[src/rtl/mantissa_align_shifter_pipe.sv]
`default_nettype none
// ============================================================================
//  Module   : mantissa_align_shifter_pipe
//  Purpose  : Pipelined logarithmic right shifter for floating-point exponent
//             alignment. It produces guard, round and sticky bits, and has one
//             log-shifter stage per register.
//  Revision : 1.0 - initial pipelined, parametrised release
//
//  Ports
//    clk         rising-edge clock
//    rst_n       synchronous active-low reset (flushes the pipe)
//    in_valid    operand valid            in_ready   operand accepted this cycle
//    in_mant     N-bit mantissa           in_shift   right-shift amount
//    in_tag      sideband tag, passed through unchanged
//    out_valid   result valid             out_ready  downstream accepts result
//    out_mant    aligned mantissa
//    out_guard   first bit below the LSB of out_mant
//    out_round   second bit below the LSB of out_mant
//    out_sticky  OR of all bits shifted out beyond the round bit
//    out_tag     tag of the result
//
//  Build option
//    ALIGN_BIDIR_EN : adds in_dir. With in_dir = 1 the operand is shifted
//                     left (normalisation), and guard/round/sticky are 0.
// ============================================================================
module mantissa_align_shifter_pipe #(
    parameter int N     = 11,
    parameter int SHW   = 4,
    parameter int TAG_W = 4
) (
    input  logic             clk,
    input  logic             rst_n,
    input  logic             in_valid,
    output logic             in_ready,
    input  logic [N-1:0]     in_mant,
    input  logic [SHW-1:0]   in_shift,
    input  logic [TAG_W-1:0] in_tag,
`ifdef ALIGN_BIDIR_EN
    input  logic             in_dir,
`endif
    output logic             out_valid,
    input  logic             out_ready,
    output logic [N-1:0]     out_mant,
    output logic             out_guard,
    output logic             out_round,
    output logic             out_sticky,
    output logic [TAG_W-1:0] out_tag
);

    // The extended vector carries the mantissa plus guard and round positions.
    localparam int c_EW = N + 2;

    // A single global advance keeps every stage in lockstep. Bubbles are not
    // collapsed, so acceptance depends only on the last stage.
    logic w_adv;

    generate
        for (genvar k = 0; k < SHW; k++) begin : g_stage
            localparam int c_AMT = 1 << k;

            // Stage k consumes bit 0 of its remaining shift vector. The upper
            // bits move on to later stages, so the vector narrows by one each stage.
            logic [SHW-1-k:0] w_sh;
            logic [c_EW-1:0]  w_e_in;
            logic [c_EW-1:0]  w_e_nx;
            logic             w_s_in;
            logic             w_s_nx;
            logic             w_v_in;
            logic [TAG_W-1:0] w_tag_in;
`ifdef ALIGN_BIDIR_EN
            logic             w_dir;
`endif
            logic [c_EW-1:0]  r_e;
            logic             r_s;
            logic             r_v;
            logic [TAG_W-1:0] r_tag;

            if (k == 0) begin : g_src_port
                assign w_sh     = in_shift;
                assign w_e_in   = {in_mant, 2'b00};
                assign w_s_in   = 1'b0;
                assign w_v_in   = in_valid;
                assign w_tag_in = in_tag;
`ifdef ALIGN_BIDIR_EN
                assign w_dir    = in_dir;
`endif
            end else begin : g_src_prev
                assign w_sh     = g_stage[k-1].g_pass.r_sh;
                assign w_e_in   = g_stage[k-1].r_e;
                assign w_s_in   = g_stage[k-1].r_s;
                assign w_v_in   = g_stage[k-1].r_v;
                assign w_tag_in = g_stage[k-1].r_tag;
`ifdef ALIGN_BIDIR_EN
                assign w_dir    = g_stage[k-1].g_pass.r_dir;
`endif
            end

            if (c_AMT >= c_EW) begin : g_full
                // This stage's shift distance is wider than the whole vector,
                // so every bit either falls into sticky or off the top.
                always_comb begin
                    w_e_nx = w_e_in;
                    w_s_nx = w_s_in;
                    if (w_sh[0]) begin
                        w_e_nx = '0;
`ifdef ALIGN_BIDIR_EN
                        if (!w_dir) begin
                            w_s_nx = w_s_in | (|w_e_in);
                        end
`else
                        w_s_nx = w_s_in | (|w_e_in);
`endif
                    end
                end
            end else begin : g_part
                always_comb begin
                    w_e_nx = w_e_in;
                    w_s_nx = w_s_in;
                    if (w_sh[0]) begin
`ifdef ALIGN_BIDIR_EN
                        // A left shift never accumulates sticky. The low two
                        // bits start at zero and stay zero, so G/R read as 0.
                        if (w_dir) begin
                            w_e_nx = w_e_in << c_AMT;
                        end else begin
                            w_s_nx = w_s_in | (|w_e_in[c_AMT-1:0]);
                            w_e_nx = w_e_in >> c_AMT;
                        end
`else
                        w_s_nx = w_s_in | (|w_e_in[c_AMT-1:0]);
                        w_e_nx = w_e_in >> c_AMT;
`endif
                    end
                end
            end

            // A bubble still loads its (deterministic) data; only the valid bit is 0.
            always_ff @(posedge clk) begin
                if (!rst_n) begin
                    r_v   <= 1'b0;
                    r_e   <= '0;
                    r_s   <= 1'b0;
                    r_tag <= '0;
                end else if (w_adv) begin
                    r_v   <= w_v_in;
                    r_e   <= w_e_nx;
                    r_s   <= w_s_nx;
                    r_tag <= w_tag_in;
                end
            end

            // Later stages still need the unconsumed shift bits (and direction).
            if (k < SHW - 1) begin : g_pass
                logic [SHW-2-k:0] r_sh;
`ifdef ALIGN_BIDIR_EN
                logic             r_dir;
`endif
                always_ff @(posedge clk) begin
                    if (!rst_n) begin
                        r_sh  <= '0;
`ifdef ALIGN_BIDIR_EN
                        r_dir <= 1'b0;
`endif
                    end else if (w_adv) begin
                        r_sh  <= w_sh[SHW-1-k:1];
`ifdef ALIGN_BIDIR_EN
                        r_dir <= w_dir;
`endif
                    end
                end
            end
        end
    endgenerate

    assign w_adv      = !g_stage[SHW-1].r_v | out_ready;
    assign in_ready   = w_adv;

    assign out_valid  = g_stage[SHW-1].r_v;
    assign out_mant   = g_stage[SHW-1].r_e[c_EW-1:2];
    assign out_guard  = g_stage[SHW-1].r_e[1];
    assign out_round  = g_stage[SHW-1].r_e[0];
    assign out_sticky = g_stage[SHW-1].r_s;
    assign out_tag    = g_stage[SHW-1].r_tag;

endmodule
`default_nettype wire
[config.mk]
export PLATFORM = sky130hd
export DESIGN_NAME = mantissa_align_shifter_pipe
export DESIGN_NICKNAME = d
export VERILOG_FILES = /design/src/rtl/mantissa_align_shifter_pipe.sv
export SDC_FILE = /design/constraint.sdc
export NUM_CORES = 1
export LEC_CHECK = 0
export CELL_PAD_IN_SITES_DETAIL_PLACEMENT = 1
export CELL_PAD_IN_SITES_GLOBAL_PLACEMENT = 1
export CORE_AREA = 10 10 102 104
export DETAILED_ROUTE_END_ITERATION = 8
export DIE_AREA = 0 0 112 114
export GPL_TIMING_DRIVEN = 0
export HOLD_SLACK_MARGIN = 0.12
export PLACE_DENSITY_LB_ADDON = 0.1
export SKIP_CTS_REPAIR_TIMING = 1
export SYNTH_ARGS = -nofsm -noshare
export SYNTH_HDL_FRONTEND = slang
export SYNTH_SLANG_ARGS = --single-unit
[constraint.sdc]
create_clock -name clk -period 1.48 [get_ports clk]
set_clock_uncertainty 0.05 [all_clocks]
set_input_delay 0.37 -clock clk [delete_from_list [all_inputs] [get_ports clk]]
set_output_delay 0.37 -clock clk [all_outputs]
set_load 0.02 [all_outputs]
==> results of run 1 <==
## critical path: cells and delay by family, from the launching register on
family,cells,cell delay (ns)
AND/OR/NAND/NOR,1,0.13
buffers and inverters,5,0.57
flip-flops,1,0.34
## cell usage after synthesis, types with 2 or more instances
cell        n
buf_4       6
buf_6       7
a21oi_1     3
o211a_1    34
buf_2      11
a21boi_0   43
o21ai_0     2
mux2i_1    34
or4_1       3
clkbuf_1    9
nand3_1     3
nand2_1   102
dfxtp_1    80
nand3b_1   15
## metrics by stage
step                      instances  hold slack [ns]
after CTS                       522            0.421
after global routing            536            0.449
after global placement          506            0.399
final                           536            0.414
after detailed placement        506            0.409
after floorplan                 357            0.390
## report_power, final
| group | switching [mW] | leakage [nW] | internal (mW) |
|---|---|---|---|
| clock | 0.848 | 0.103 | 0.960 |
| sequential | 0.0667 | 0.655 | 2.25 |
| combinational | 0.207 | 1.58 | 0.234 |
| total | 1.12 | 2.33 | 3.44 |
## registers in the layout, summed over array words and instances, names as in the netlist
register	count
g_stage.r_v	3
out_sticky	1
out_tag	4
g_stage.r_e	51
g_stage.r_s	2
out_valid	1
g_stage.g_pass.r_sh	6
g_stage.r_tag	12
## kinds of logic after synthesis
family          share of synthesized area [%]
mux                                      9.99
simple gates                             16.0
flops                                    47.0
compound gates                           20.6
buf+inv                                  6.43
## layout make-up
class | count | area (µm²) | area share (%)
multi-input combinational | 243 | 1590 | 36.4
inverter | 1 | 11.3 | 0.258
buffer | 33 | 233 | 5.33
tap | 108 | 135 | 3.09
clock inverter | 6 | 92.6 | 2.12
clock buffer | 10 | 128 | 2.92
sequential | 80 | 1600 | 36.7
timing repair buffer | 55 | 574 | 13.1
## worst paths after layout
kind | start | to | cells after the start
max | out_valid | in_ready | 6
min reg2reg | g_stage[2].r_tag[1] | out_tag[1] | 2
max reg2reg | out_valid | g_stage[2].r_e[4] | 8
min | g_stage[2].r_tag[1] | out_tag[1] | 2
## per-layer routing
metal	track usage [%]	wire length [µm]	share of wire, %	up-vias
met5	0	0	0	-
met4	4.82	121	1.3	0
met3	2.78	285	3.2	10
met2	24.4	4520	50	33
met1	17.0	4070	45	1311
li1	-	-	-	1366
==> results.cfg, run 1 <==
[setup_path]
worstPathCellList = nor2b_4 > buf_6 > inv_8 > buf_12 > buf_12 > buf_8
path_class = reg2out
critPathRequiredTime_ns = 1.06
cp-start-kind = flip-flop
path_common_cell = buf_12
slowest_delay_ns = 0.34
r2r_setup_slack_ns = -0.03
critPathSlowestCell = dfxtp_2
cp-end-kind = output pin
cp.arrival_ns = 1.40
cp_max_fo = 8

[route]
route.detailed.drc = 0
ant_nets = 0
first_pass_iters = 4
vias = 2720
routedWlPerCell_um = 16.8
initialDrtViolationCount = 46
viasPerCell = 5.07
wl_mm = 9.00

[timing]
timing_hold_violations_final = 0
fmax_mhz = 548
tightest_slew_ns = 0.527
fin_crit_sh_pct = 123
slew_violations = 0
rsz0062_at_grt = yes
slew_headroom_pct = 64.9
finalSetupTns_ns = -0.370
setup_slack_ns = -0.344
setup_viol = 2
fin_crit_ns = 1.82

[pwr]
powerDensity_nw_per_um2 = 1040
ir_worst_vdd_mv = 0.466
p_total_mw = 4.56
p_leak_nw = 2.33

[floorplan]
core_um2 = 8470
die_y_um = 114
initial_utilization_pct = 40.2
rows = 34
die-area_um2 = 12800
io_pins = 43
die_w_um = 112

[layout]
antenna_cells = 0
nets = 446
area_delta_synth_final_pct = 28.2
drive_above_1_share_pct = 13.3
layout_common_cells = nand2_1 (102), dfxtp_1 (79), a21boi_0 (43)
stdcell_area_um2 = 4370
utilization_pct = 51.6
layout_commonest_cell = nand2_1
fill_cells = 963

[yosys]
yosys-top-cells-area = dfxtp_1 (47%), nand2_1 (11%), mux2i_1 (10%), o211a_1 (10%), a21boi_0 (9.5%)
yosysTopAreaCellShare_pct = 47.0
syn_nets = 380
yosysSeqAreaShare_pct = 47.0
synth_warnings = 0
syn_area_per_cell_um2 = 9.54
ys_ff_latch = 80
synthFlopType = dfxtp_1
synthCells = 357
postSynth.asyncResetShare_pct = 0
ys_types = 19
yosysTopAreaCell = dfxtp_1
syn_area_um2 = 3410
synth-edff-count = 0

[grt]
track_usage_pct = 14.1
grt_pass1_wl_mm = 14.6
grt_max_degree = 15
globalRouteOverflowTotal = 0
grt_pass1_vias = 2844
antenna_found_initial = 0

[clock_network]
cts.htree.levels = 3
cts-root-buf = clkbuf_8
numClockSinks = 80
clock_path_buffers = 2
clk_latency_ns = 0.36
cts_tree = built
numCtsBuffers = 9
path_clk_slew_ns = 0.10

[status]
outcome = complete, but fails checks
violations = negative setup slack

[hold_path]
min_path_type = reg2reg

[placement]
place_congestion = 0.797
numPortBuffers = 41
postPlaceCellArea_um2 = 3950
hpwlAfterDp_mm = 6.45
dp_slack_ns = -1.01

[flow_run]
drv_cap = 0
No activity file was read; power rests on OpenSTA's default activity.
==> inputs of run 2 (changes only) <==
Settings changed: CORE_AREA 10 10 102 104 to 10 10 99 101, CTS_BUF_LIST set to sky130_fd_sc_hd__clkbuf_2 sky130_fd_sc_hd__clkbuf_4 sky130_fd_sc_hd__clkbuf_8, DIE_AREA 0 0 112 114 to 0 0 109 111.
==> results.cfg, run 2 (same netlist as run 1, synthesis figures left out) <==
[timing]
slew_headroom_pct = 63.8
hold-worst-slack_ns = 0.408
timing_hold_violations_final = 0
fin_crit_ns = 1.82
fmax_mhz = 549
slew_violations = 0
setup_slack_ns = -0.342
tightest_slew_ns = 0.543
rsz0062_at_grt = yes
fin_crit_sh_pct = 123
setup_viol = 1

[route]
initialDrtViolationCount = 82
viasPerCell = 5.11
vias = 2691
first_pass_iters = 4
route.detailed.drc = 0
wl_mm = 9.00
ant_nets = 0
routedWlPerCell_um = 17.1

[grt]
antenna_found_initial = 0
grt_pass1_vias = 2873
grt_pass1_wl_mm = 14.5
grt_max_degree = 13
globalRouteOverflowTotal = 0
track_usage_pct = 15.1

[layout]
layout_common_cells = nand2_1 (102), dfxtp_1 (79), a21boi_0 (41)
layout_commonest_cell = nand2_1
largest_reg_flops = 51
antenna_cells = 0
regMostFlops = g_stage.r_e
fill_cells = 905
area_delta_synth_final_pct = 25.1
top_regs = g_stage.r_e: 51 flops, g_stage.r_tag: 12 flops, g_stage.g_pass.r_sh: 6 flops
drive_above_1_share_pct = 12.3
nets = 442
stdcell_area_um2 = 4260

[status]
outcome = complete, but fails checks
violations = negative setup slack

[pwr]
ir_worst_vdd_mv = 0.514
powerDensity_nw_per_um2 = 975
p_total_mw = 4.15
p_leak_nw = 2.29

[clock_network]
numClockSinks = 80
clock_path_buffers = 2
cts-root-buf = clkbuf_8
cts.htree.levels = 3
cts_tree = built
numCtsBuffers = 9
path_clk_slew_ns = 0.08
clk_latency_ns = 0.35

[floorplan]
die_y_um = 111
die_w_um = 109
initial_utilization_pct = 42.8
io_pins = 43
core_um2 = 7970
rows = 33
die-area_um2 = 12100

[placement]
postPlaceCellArea_um2 = 3950
hpwlAfterDp_mm = 6.52
place_congestion = 0.768
numPortBuffers = 41

[setup_path]
cp_max_fo = 6
cp-start-kind = flip-flop
cp-end-kind = output pin
critPathRequiredTime_ns = 1.06
path_class = reg2out
cp.arrival_ns = 1.40

[hold_path]
min_path_type = reg2reg

[flow_run]
drv_cap = 0
-- run 2: final cells by class --
| class | instances | area (µm²) | area share [%] |
|---|---|---|---|
| Tap cell | 105 | 131 | 3.08 |
| Timing Repair Buffer | 51 | 537 | 12.6 |
| Multi-Input combinational cell | 243 | 1590 | 37.3 |
| Buffer | 33 | 228 | 5.34 |
| Clock buffer | 10 | 138 | 3.23 |
| Clock inverter | 4 | 22.5 | 0.528 |
| Inverter | 1 | 11.3 | 0.264 |
| Sequential cell | 80 | 1600 | 37.6 |
-- run 2: power by group --
| group | leakage [nW] | internal [mW] | switching [mW] | total (mW) |
|---|---|---|---|---|
| Combinational | 1.55 | 0.232 | 0.208 | 0.439 |
| Sequential | 0.655 | 2.25 | 0.0686 | 2.32 |
| Clock | 0.0838 | 0.627 | 0.771 | 1.40 |
| Total | 2.29 | 3.11 | 1.05 | 4.15 |
-- run 2: worst paths after layout --
check                           slack (ns)  depth (start not counted)               start                  to
worst max register to register        0.03                          7           out_valid   g_stage[3].r_e[0]
worst min register to register        0.41                          2  g_stage[3].r_e[11]  g_stage[3].r_e[11]
worst max-delay path                 -0.34                          6           out_valid            in_ready
worst min-delay path                  0.41                          2  g_stage[3].r_e[11]  g_stage[3].r_e[11]
-- run 2: routing by layer --
metal  vias up  GRT usage (%)  part of all wire (%)
li1       1353              -                     -
met2        35           25.3                    49
met5         -              0                     0
met4         0           6.24                   2.0
met3        14           3.95                   3.2
met1      1289           17.6                    45
-- run 2: critical path, stage by stage, from the launching register on --
cell,delay (ns)
dfxtp_2,0.35
nor2b_4,0.15
buf_6,0.14
inv_8,0.05
buf_12,0.12
buf_8,0.11
buf_6,0.12
-- run 2: stage by stage --
stage | setup WS [ns] | instances | setup TNS [ns] | utilization (%)
final | -0.342 | 527 | -0.342 | 53.5
after global routing | -0.412 | 527 | -1.19 | 53.5
after CTS | -1.01 | 517 | -5.94 | 51.6
after detailed placement | -1.01 | 503 | -20.63 | 49.6
after global placement | -0.989 | 503 | -17.84 | 49.6
after floorplan | 0.0218 | 357 | 0 | -
